<file path="config.mk">
export PLATFORM = sky130hd
export DESIGN_NAME = count_mon_y
export DESIGN_NICKNAME = d
export VERILOG_FILES = /design/src/rtl/cal_pkg.sv /design/src/rtl/edge_det.sv /design/src/rtl/count_mon_y.sv
export SDC_FILE = /design/constraint.sdc
export NUM_CORES = 1
export LEC_CHECK = 0
export CAP_MARGIN = 20
export CORE_AREA = 2 2 58 65
export DETAILED_ROUTE_END_ITERATION = 10
export DIE_AREA = 0 0 60 67
export GPL_TIMING_DRIVEN = 0
export PLACE_DENSITY_LB_ADDON = 0.08
export SLEW_MARGIN = 30
export SYNTH_ARGS = -nofsm -noshare
export SYNTH_HDL_FRONTEND = slang
export SYNTH_SLANG_ARGS = --single-unit
export TNS_END_PERCENT = 20
</file>
<file path="constraint.sdc">
create_clock -name clk -period 2 [get_ports clk]
set_input_delay 0.4 -clock clk [delete_from_list [all_inputs] [get_ports clk]]
set_output_delay 0.4 -clock clk [all_outputs]
set_load 0.01 [all_outputs]
</file>
<file path="src/rtl/cal_pkg.sv">
// cal_pkg -- shared calendar constants for the month/year/century counter.
// Holds field limits, reset load values, the adjust-FSM state encoding and
// the Gregorian leap-year rule used to register the leap flag.
package cal_pkg;

    localparam logic [3:0] MON_MAX = 4'd12;
    localparam logic [3:0] MON_MIN = 4'd1;
    localparam logic [6:0] Y_MAX   = 7'd99;
    localparam logic [6:0] C_MAX   = 7'd99;

    localparam logic [3:0] MON_RST = 4'd1;
    localparam logic [6:0] Y_RST   = 7'd0;
    localparam logic [6:0] C_RST   = 7'd20;

    typedef enum logic [1:0] {
        RUN     = 2'd0,
        ADJ_MON = 2'd1,
        ADJ_Y   = 2'd2,
        ADJ_C   = 2'd3
    } adj_state_e;

    // Year 0 of a century is a leap year only when the century is divisible by 4.
    function automatic logic is_leap(input logic [6:0] y, input logic [6:0] c);
        return (y[1:0] == 2'b00) && ((y != 7'd0) || (c[1:0] == 2'b00));
    endfunction

endpackage

</file>
<file path="src/rtl/edge_det.sv">
// edge_det -- registered rising-edge detector with synchronous reset.
// Ports:
//   clk_i  : clock
//   rst_i  : synchronous active-high reset, clears both level registers
//   d_i    : level input (debounced button)
//   rise_o : high for one cycle after a registered 0->1 transition
// Both level registers clear on reset, so the first cycle after reset can
// never report an edge even if the button is already held.
module edge_det (
    input  logic clk_i,
    input  logic rst_i,
    input  logic d_i,
    output logic rise_o
);

    logic lvl_q;
    logic lvl_prev_q;

    always_ff @(posedge clk_i) begin
        if (rst_i) begin
            lvl_q      <= 1'b0;
            lvl_prev_q <= 1'b0;
        end else begin
            lvl_q      <= d_i;
            lvl_prev_q <= lvl_q;
        end
    end

    assign rise_o = lvl_q & ~lvl_prev_q;

endmodule

</file>
<file path="src/rtl/count_mon_y.sv">
// count_mon_y -- month / year / century counter with button adjust FSM.
// Ports:
//   clk       : single clock, all state on rising edge
//   set_mon   : synchronous active-high reset (loads 1 / 0 / 20, FSM=RUN)
//   pulse_mon : one-cycle month-advance pulse, honoured only in RUN
//   adj_mode  : button level; each rising edge steps RUN->MON->Y->C->RUN
//   adj_inc   : button level; each rising edge bumps the selected field
//   cnt_mon   : month 1..12
//   cnt_y     : year within century 0..99
//   cnt_c     : century 0..99
//   leap      : registered leap flag, aligned with cnt_y/cnt_c
//   pulse_y   : one-cycle pulse on counted year rollover
//   pulse_c   : one-cycle pulse on counted century rollover
//   adj_state : current adjust state (for display blanking)
module count_mon_y
    import cal_pkg::*;
(
    input  logic       clk,
    input  logic       set_mon,
    input  logic       pulse_mon,
    input  logic       adj_mode,
    input  logic       adj_inc,
    output logic [3:0] cnt_mon,
    output logic [6:0] cnt_y,
    output logic [6:0] cnt_c,
    output logic       leap,
    output logic       pulse_y,
    output logic       pulse_c,
    output logic [1:0] adj_state
);

    adj_state_e state_q, state_d;
    logic [3:0] mon_q, mon_d;
    logic [6:0] y_q, y_d;
    logic [6:0] c_q, c_d;
    logic       leap_q, leap_d;
    logic       py_q, py_d;
    logic       pc_q, pc_d;
    logic       mode_rise;
    logic       inc_rise;

    edge_det u_mode_edge (
        .clk_i  (clk),
        .rst_i  (set_mon),
        .d_i    (adj_mode),
        .rise_o (mode_rise)
    );

    edge_det u_inc_edge (
        .clk_i  (clk),
        .rst_i  (set_mon),
        .d_i    (adj_inc),
        .rise_o (inc_rise)
    );

    // State register and counter registers
    always_ff @(posedge clk) begin
        if (set_mon) begin
            state_q <= RUN;
            mon_q   <= MON_RST;
            y_q     <= Y_RST;
            c_q     <= C_RST;
            leap_q  <= is_leap(Y_RST, C_RST);
            py_q    <= 1'b0;
            pc_q    <= 1'b0;
        end else begin
            state_q <= state_d;
            mon_q   <= mon_d;
            y_q     <= y_d;
            c_q     <= c_d;
            leap_q  <= leap_d;
            py_q    <= py_d;
            pc_q    <= pc_d;
        end
    end

    // Next-state logic
    always_comb begin
        state_d = state_q;
        if (mode_rise) begin
            unique case (state_q)
                RUN:     state_d = ADJ_MON;
                ADJ_MON: state_d = ADJ_Y;
                ADJ_Y:   state_d = ADJ_C;
                ADJ_C:   state_d = RUN;
                default: state_d = RUN;
            endcase
        end
    end

    // Counter datapath; counting only in RUN, adjust increments only in ADJ_*
    // and only when no mode step happens in the same cycle.
    always_comb begin
        mon_d = mon_q;
        y_d   = y_q;
        c_d   = c_q;
        py_d  = 1'b0;
        pc_d  = 1'b0;
        unique case (state_q)
            RUN: begin
                if (pulse_mon) begin
                    if (mon_q >= MON_MAX) begin
                        mon_d = MON_MIN;
                        py_d  = 1'b1;
                        if (y_q >= Y_MAX) begin
                            y_d  = '0;
                            pc_d = 1'b1;
                            c_d  = (c_q >= C_MAX) ? '0 : c_q + 7'd1;
                        end else begin
                            y_d = y_q + 7'd1;
                        end
                    end else begin
                        mon_d = mon_q + 4'd1;
                    end
                end
            end
            ADJ_MON: begin
                if (inc_rise && !mode_rise)
                    mon_d = (mon_q >= MON_MAX) ? MON_MIN : mon_q + 4'd1;
            end
            ADJ_Y: begin
                if (inc_rise && !mode_rise)
                    y_d = (y_q >= Y_MAX) ? '0 : y_q + 7'd1;
            end
            ADJ_C: begin
                if (inc_rise && !mode_rise)
                    c_d = (c_q >= C_MAX) ? '0 : c_q + 7'd1;
            end
            default: ;
        endcase
        leap_d = is_leap(y_d, c_d);
    end

    // Output logic
    always_comb begin
        adj_state = state_q;
        cnt_mon   = mon_q;
        cnt_y     = y_q;
        cnt_c     = c_q;
        leap      = leap_q;
        pulse_y   = py_q;
        pulse_c   = pc_q;
    end

endmodule
</file>
### Yosys cells after proc, flatten, opt, wreduce, memory -nomap -nowiden

Index checks and enable logic that the tools add are counted.

| storage, ports and cells | value |
|---|---|
| flip-flop bits (word level) | 27 |
| word-level logic and storage cells | 65 |
| memories kept | 0 |
| output and inout port bits | 23 |
| memory bits (read-only) | 0 |
| latch bits | 0 |
| memory bits (writable) | 0 |
| input port bits | 5 |

| operators by class | value |
|---|---|
| multiply operators | 0 |
| divide/modulo/power cells | 0 |
| equal/unequal tests | 8 |
| reduce and logical (&&, ||, !) cells | 14 |
| $lt $le $gt $ge | 3 |
| mux-type cells | 18 |
| $add $sub $neg | 3 |
| bitwise gates (word level) | 7 |
| shifts and indexed selects | 0 |

Operators by type and width:

| operator | count |
|---|---|
| 7-bit two-way mux | 9 |
| 7-bit one-hot mux with 2 select lines | 2 |
| 7-bit by 1-bit adder with 7-bit output, second input constant | 2 |
| 7-bit >= comparator, second input constant | 2 |
| 4-bit two-way mux | 3 |
| 2-bit != test, second input constant | 5 |
| 2-bit one-hot mux with 4 select lines | 1 |
| 4-bit one-hot mux with 2 select lines | 1 |
| 7-bit nonzero test | 1 |
| 2-bit zero test | 3 |
| 1-bit NOT | 5 |
| 5-bit AND reduction | 1 |
| 4-bit by 1-bit adder with 4-bit output, second input constant | 1 |
| 2-bit == test, second input constant | 2 |
| 4-bit >= comparator, second input constant | 1 |
| 2-bit nonzero test | 2 |
| 4-bit OR reduction | 1 |
| 3-bit AND reduction | 1 |
| 3-bit OR reduction | 1 |
| 1-bit bitwise AND | 2 |
| 2-bit by 1-bit == test with 1-bit output, second input constant | 1 |
| 1-bit logical AND | 2 |
| 1-bit two-way mux | 2 |
| 1-bit zero test | 1 |
| 1-bit logical OR | 1 |

### Longest topological paths before layout

| depth | value |
|---|---|
| depth after elaboration | 9 |
| gate-level depth with buffers | 9 |
| gate-level depth less buffers | 8 |

### Modules after synthesis

Synthesis repeated with hierarchy kept, for this count alone.

| unflattened totals | value |
|---|---|
| cell total of the unflattened synthesis | 179 |
| area, all modules | 1512.7 um^2 |

By module, submodules not included:

| module | times used | sequential area each (um^2) | cells each | area an instance (um^2) |
|---|---|---|---|---|
| count_mon_y | 1 | 460.4 | 169 | 1390.1 |
| edge_det | 2 | 40.0 | 5 | 61.3 |

### Least setup slack after synthesis

Ideal clock, no wire load.

| timing path | value |
|---|---|
| path type | register to register |
| from | reg state_q[0] (netlist: adj_state[0]) |
| to | reg leap_q (netlist: leap) |
| buffers on the path | 1 |
| stages on the path, launching flop included | 10 |
| arrival time | 2021 ps |
| slack | -140 ps |
| clock period less this slack | 2140 ps |
| library setup time | 120 ps |
| cell sequence | dfxtp_1 -> inv_1 -> ha_1 -> buf_2 -> and4_1 -> a31oi_2 -> nor4_1 -> a211oi_2 -> nand4_1 -> o31a_1 |

| on the way | value |
|---|---|
| cells in the longest elaborated chain, start to end | 5 |

Ends and longest elaborated chain:

| what | line | source |
|---|---|---|
| start, declared | count_mon_y.sv:32 | `adj_state_e state_q, state_d;` |
| start signal, assigned | count_mon_y.sv:67 | `state_q <= state_d;` |
| 2-bit == test / 2-bit zero test (equally long branches) | count_mon_y.sv:99 | `unique case (state_q)` |
| 7-bit one-hot mux with 2 select lines | count_mon_y.sv:99 |  |
| 7-bit nonzero test / 2-bit zero test (equally long branches) | cal_pkg.sv:24 | `return (y[1:0] == 2'b00) && ((y != 7'd0) \|\| (c[1:0] == 2'b00));` |
| 1-bit logical OR | cal_pkg.sv:24 |  |
| 1-bit logical AND * | cal_pkg.sv:24 |  |
| end signal, assigned | count_mon_y.sv:63 | `leap_q <= is_leap(Y_RST, C_RST);` |
| end signal, assigned | count_mon_y.sv:71 | `leap_q <= leap_d;` |
| end, declared | count_mon_y.sv:36 | `logic leap_q, leap_d;` |

Mark *: on every way between the ends. The rest lies on a longest branch, timed or not.
A chain may end at the register's enable or synchronous reset.

### Final worst setup path

| timing path | value |
|---|---|
| from | reg state_q[1] (netlist: adj_state[1]) |
| to | reg leap_q (netlist: leap) |

Same word-level chain as after synthesis.

==> impl_metrics.ini <==
[grt]
grt_use_total = 0.192
grt_max_degree = 17
grt_overflow_total = 0
antenna_found_initial = 0
grt_pass1_vias = 1370
grt_pass1_wl_um = 5930

[die]
die_area_um2 = 4020
design.portCount = 28
die_h_um = 67
row_count = 22
die_w_um = 60
start_util = 0.446
coreArea_um2 = 3330

[pwr]
ir_worst_vdd_mv = 0.259
powerDensity_nw_per_um2 = 467
p_total_mw = 0.971
leakage_nw = 0.761

[yosys]
synth-async-reset-ratio = 0
yosys_warnings = 0
synth_cells = 182
mappedNetlistArea_um2 = 1490
ys_seq_area_frac = 0.364
synth-edff-count = 0
yosys_most_used_dff = dfxtp_1
yosysUniqueCellTypes = 44
ys_seq_elements = 27
syn-num-nets = 194
avgSynthCellArea_um2 = 8.16

[drt]
routed_wl_um = 3660
routedWlPerCell_um = 13.4
antenna_left = 0
vias = 1541
first_iter_violations = 74
vias_per_cell = 5.62
drc_errors = 0
drt_first_pass_iters = 4

[clocking]
clk_latency_ps = 340
clkTransAtPathRegs_ps = 150
cts_sinks = 27
htreeDepth = 1
root_buffer = clkbuf_4
cts_hold_buf = 0
cts_tree = yes
cts-buffers-inserted = 3
clock_path_buffers = 2

[sta]
rsz0062_at_grt = yes
finalWorstSetupSlack_ps = -4.44
min_period_ps = 2000
fmax_mhz = 499
tightest_slew_ps = 560
slew_headroom = 0.627
drv_slew = 0
finalClockSkew_ps = 11.3
period_share = 1.00
setup_viol = 1
hold-worst-slack_ps = 440
hold_violations = 0

[run_status]
violations = setup timing
status = finished, violations left

[worst_setup_path]
reg2reg_depth = 9
critical_path.max_fanout = 7
worstPathRequired_ps = 2250
worstPathCellList = inv_4, ha_4, buf_6, and4_4, o211ai_4, a211o_4, a21oi_2, a21oi_2, o31a_1
r2r-end = leap
arrival_ps = 2260
path_delay_family = compound AO/OA/AOI/OAI gates
path_common_cell = a21oi_2
max_stage_delay_ps = 400
cp_slowest_cell = a211o_4
r2r_start = adj_state[1]
critical_path_class = register to register
endpoint_kind = register
cp-start-kind = register
r2r_setup_slack_ps = -4
cp_num_buf_inv = 2

[worst_hold_path]
min_path_cells = 2
hp-start = set_mon
hold_class = primary input to register
min_to = u_mode_edge.lvl_q

[placement]
dpl.hpwl_um = 2450
gp_congestion = 0.812
post-place-ws_ps = -434
place_area_um2 = 1820
place.port_buffers = 26

[layout]
layout_common_cells = clkdlybuf4s50_1 (25), nor2_1 (21), dfxtp_1 (21)
layout-drive-gt1-share = 0.230
syn2layout_area_growth_pct = 40.0
final_util = 0.624
nets = 239
fillers = 302
diodes = 0
final_cell_area_um2 = 2080
final_common_cell = clkdlybuf4s50_1

[job]
maxCapViolCount = 0
-- cells in the mapped netlist, types with 2 or more instances --
library cell	count	area (µm²)
o21ai_1	3	15.0
nand3_1	5	25.0
and3_1	5	31.3
a21oi_1	17	85.1
mux2i_1	3	30.0
buf_2	3	15.0
inv_1	4	15.0
a31oi_1	3	18.8
nand4_1	3	18.8
nor3_1	7	35.0
nor4_1	4	25.0
nand2_1	14	52.6
a221o_1	2	20.0
ha_1	7	87.6
nor2_1	21	78.8
a22oi_1	2	15.0
and2_1	3	18.8
nor2b_1	8	50.1
dfxtp_1	27	541
clkbuf_1	2	7.51
nand3b_1	4	30.0
or2_2	2	12.5
nand2b_1	4	25.0
o21ai_0	9	45.0
-- worst max path at each step --
| stage | start | to | cells after the start |
|---|---|---|---|
| 3_5_place_dp | pulse_mon | leap | 8 |
| 5_1_grt | adj_state[1] | leap | 9 |
| 2_1_floorplan | adj_state[0] | leap | 9 |
| 3_3_place_gp | pulse_mon | leap | 8 |
| 6_report | adj_state[1] | leap | 9 |
| 4_1_cts | cnt_y[1] | cnt_c[2] | 6 |
-- report_power, final --
group / total (mW) / internal (mW) / switching (mW)
clock network: 0.247 / 0.0769 / 0.170
registers: 0.561 / 0.548 / 0.0125
logic: 0.163 / 0.0777 / 0.0855
-- layout make-up --
cell class                      instances  area [µm²]  area share
Multi-Input combinational cell        144        1000       0.483
Sequential cell                        27         556       0.267
Timing Repair Buffer                   41         373       0.179
Tap cell                               48        60.1      0.0289
Buffer                                  6        38.8      0.0187
Clock buffer                            3        22.5      0.0108
Inverter                                4        17.5     0.00842
Clock inverter                          1        7.51     0.00361
-- registers in the layout, indices dropped and copies added (netlist names) --
| register | cells |
|---|---|
| adj_state | 2 |
| u_inc_edge.lvl_prev_q | 1 |
| cnt_mon | 4 |
| leap | 1 |
| u_mode_edge.lvl_prev_q | 1 |
| cnt_c | 7 |
| u_mode_edge.lvl_q | 1 |
| u_inc_edge.lvl_q | 1 |
| pulse_y | 1 |
| pulse_c | 1 |
| cnt_y | 7 |
-- metal layers --
metal / wire length, µm / part of all wire / up-vias / track usage
li1: - / - / 753 / -
met1: 1610 / 0.44 / 722 / 0.236
met2: 1810 / 0.49 / 57 / 0.325
met3: 181 / 0.049 / 9 / 0.0311
met4: 61 / 0.017 / 0 / 0.0806
met5: 0 / 0 / - / 0
-- logic make-up (layout without fill, tap and decap cells) --
group | after synthesis | in the layout | share of synthesized area
compound gates | 49 | 49 | 0.222
simple gates | 85 | 85 | 0.299
buf+inv | 11 | 55 | 0.0354
flops | 27 | 27 | 0.364
mux | 3 | 3 | 0.0202
fa+ha+maj | 7 | 7 | 0.0590
-- worst register-to-register path, delay by kind of cell (launching register included) --
family	cells	cell delay, ps
adders and majority gates	1	120
and+or+nand+nor	1	270
DFF	1	390
AOI/OAI and AO/OA	5	970
buffers and inverters	2	160
-- metrics by stage --
step	setup TNS, ps	cells
finish	-4.44	274
global route	-188	274
CTS	-22.1	270
detailed placement	-2220	256
global placement	-2140	256
floorplan	-19.6	182
-- repair_timing --
| item | CTS | global route |
|---|---|---|
| pin swaps | 10 | 8 |
| gates resized for setup | 21 | 15 |
| endpoints found under the setup margin | 5 | 8 |
| buffers inserted | 11 | 3 |
| cloned | 0 | 1 |
Power figures use the tool's default switching activity.
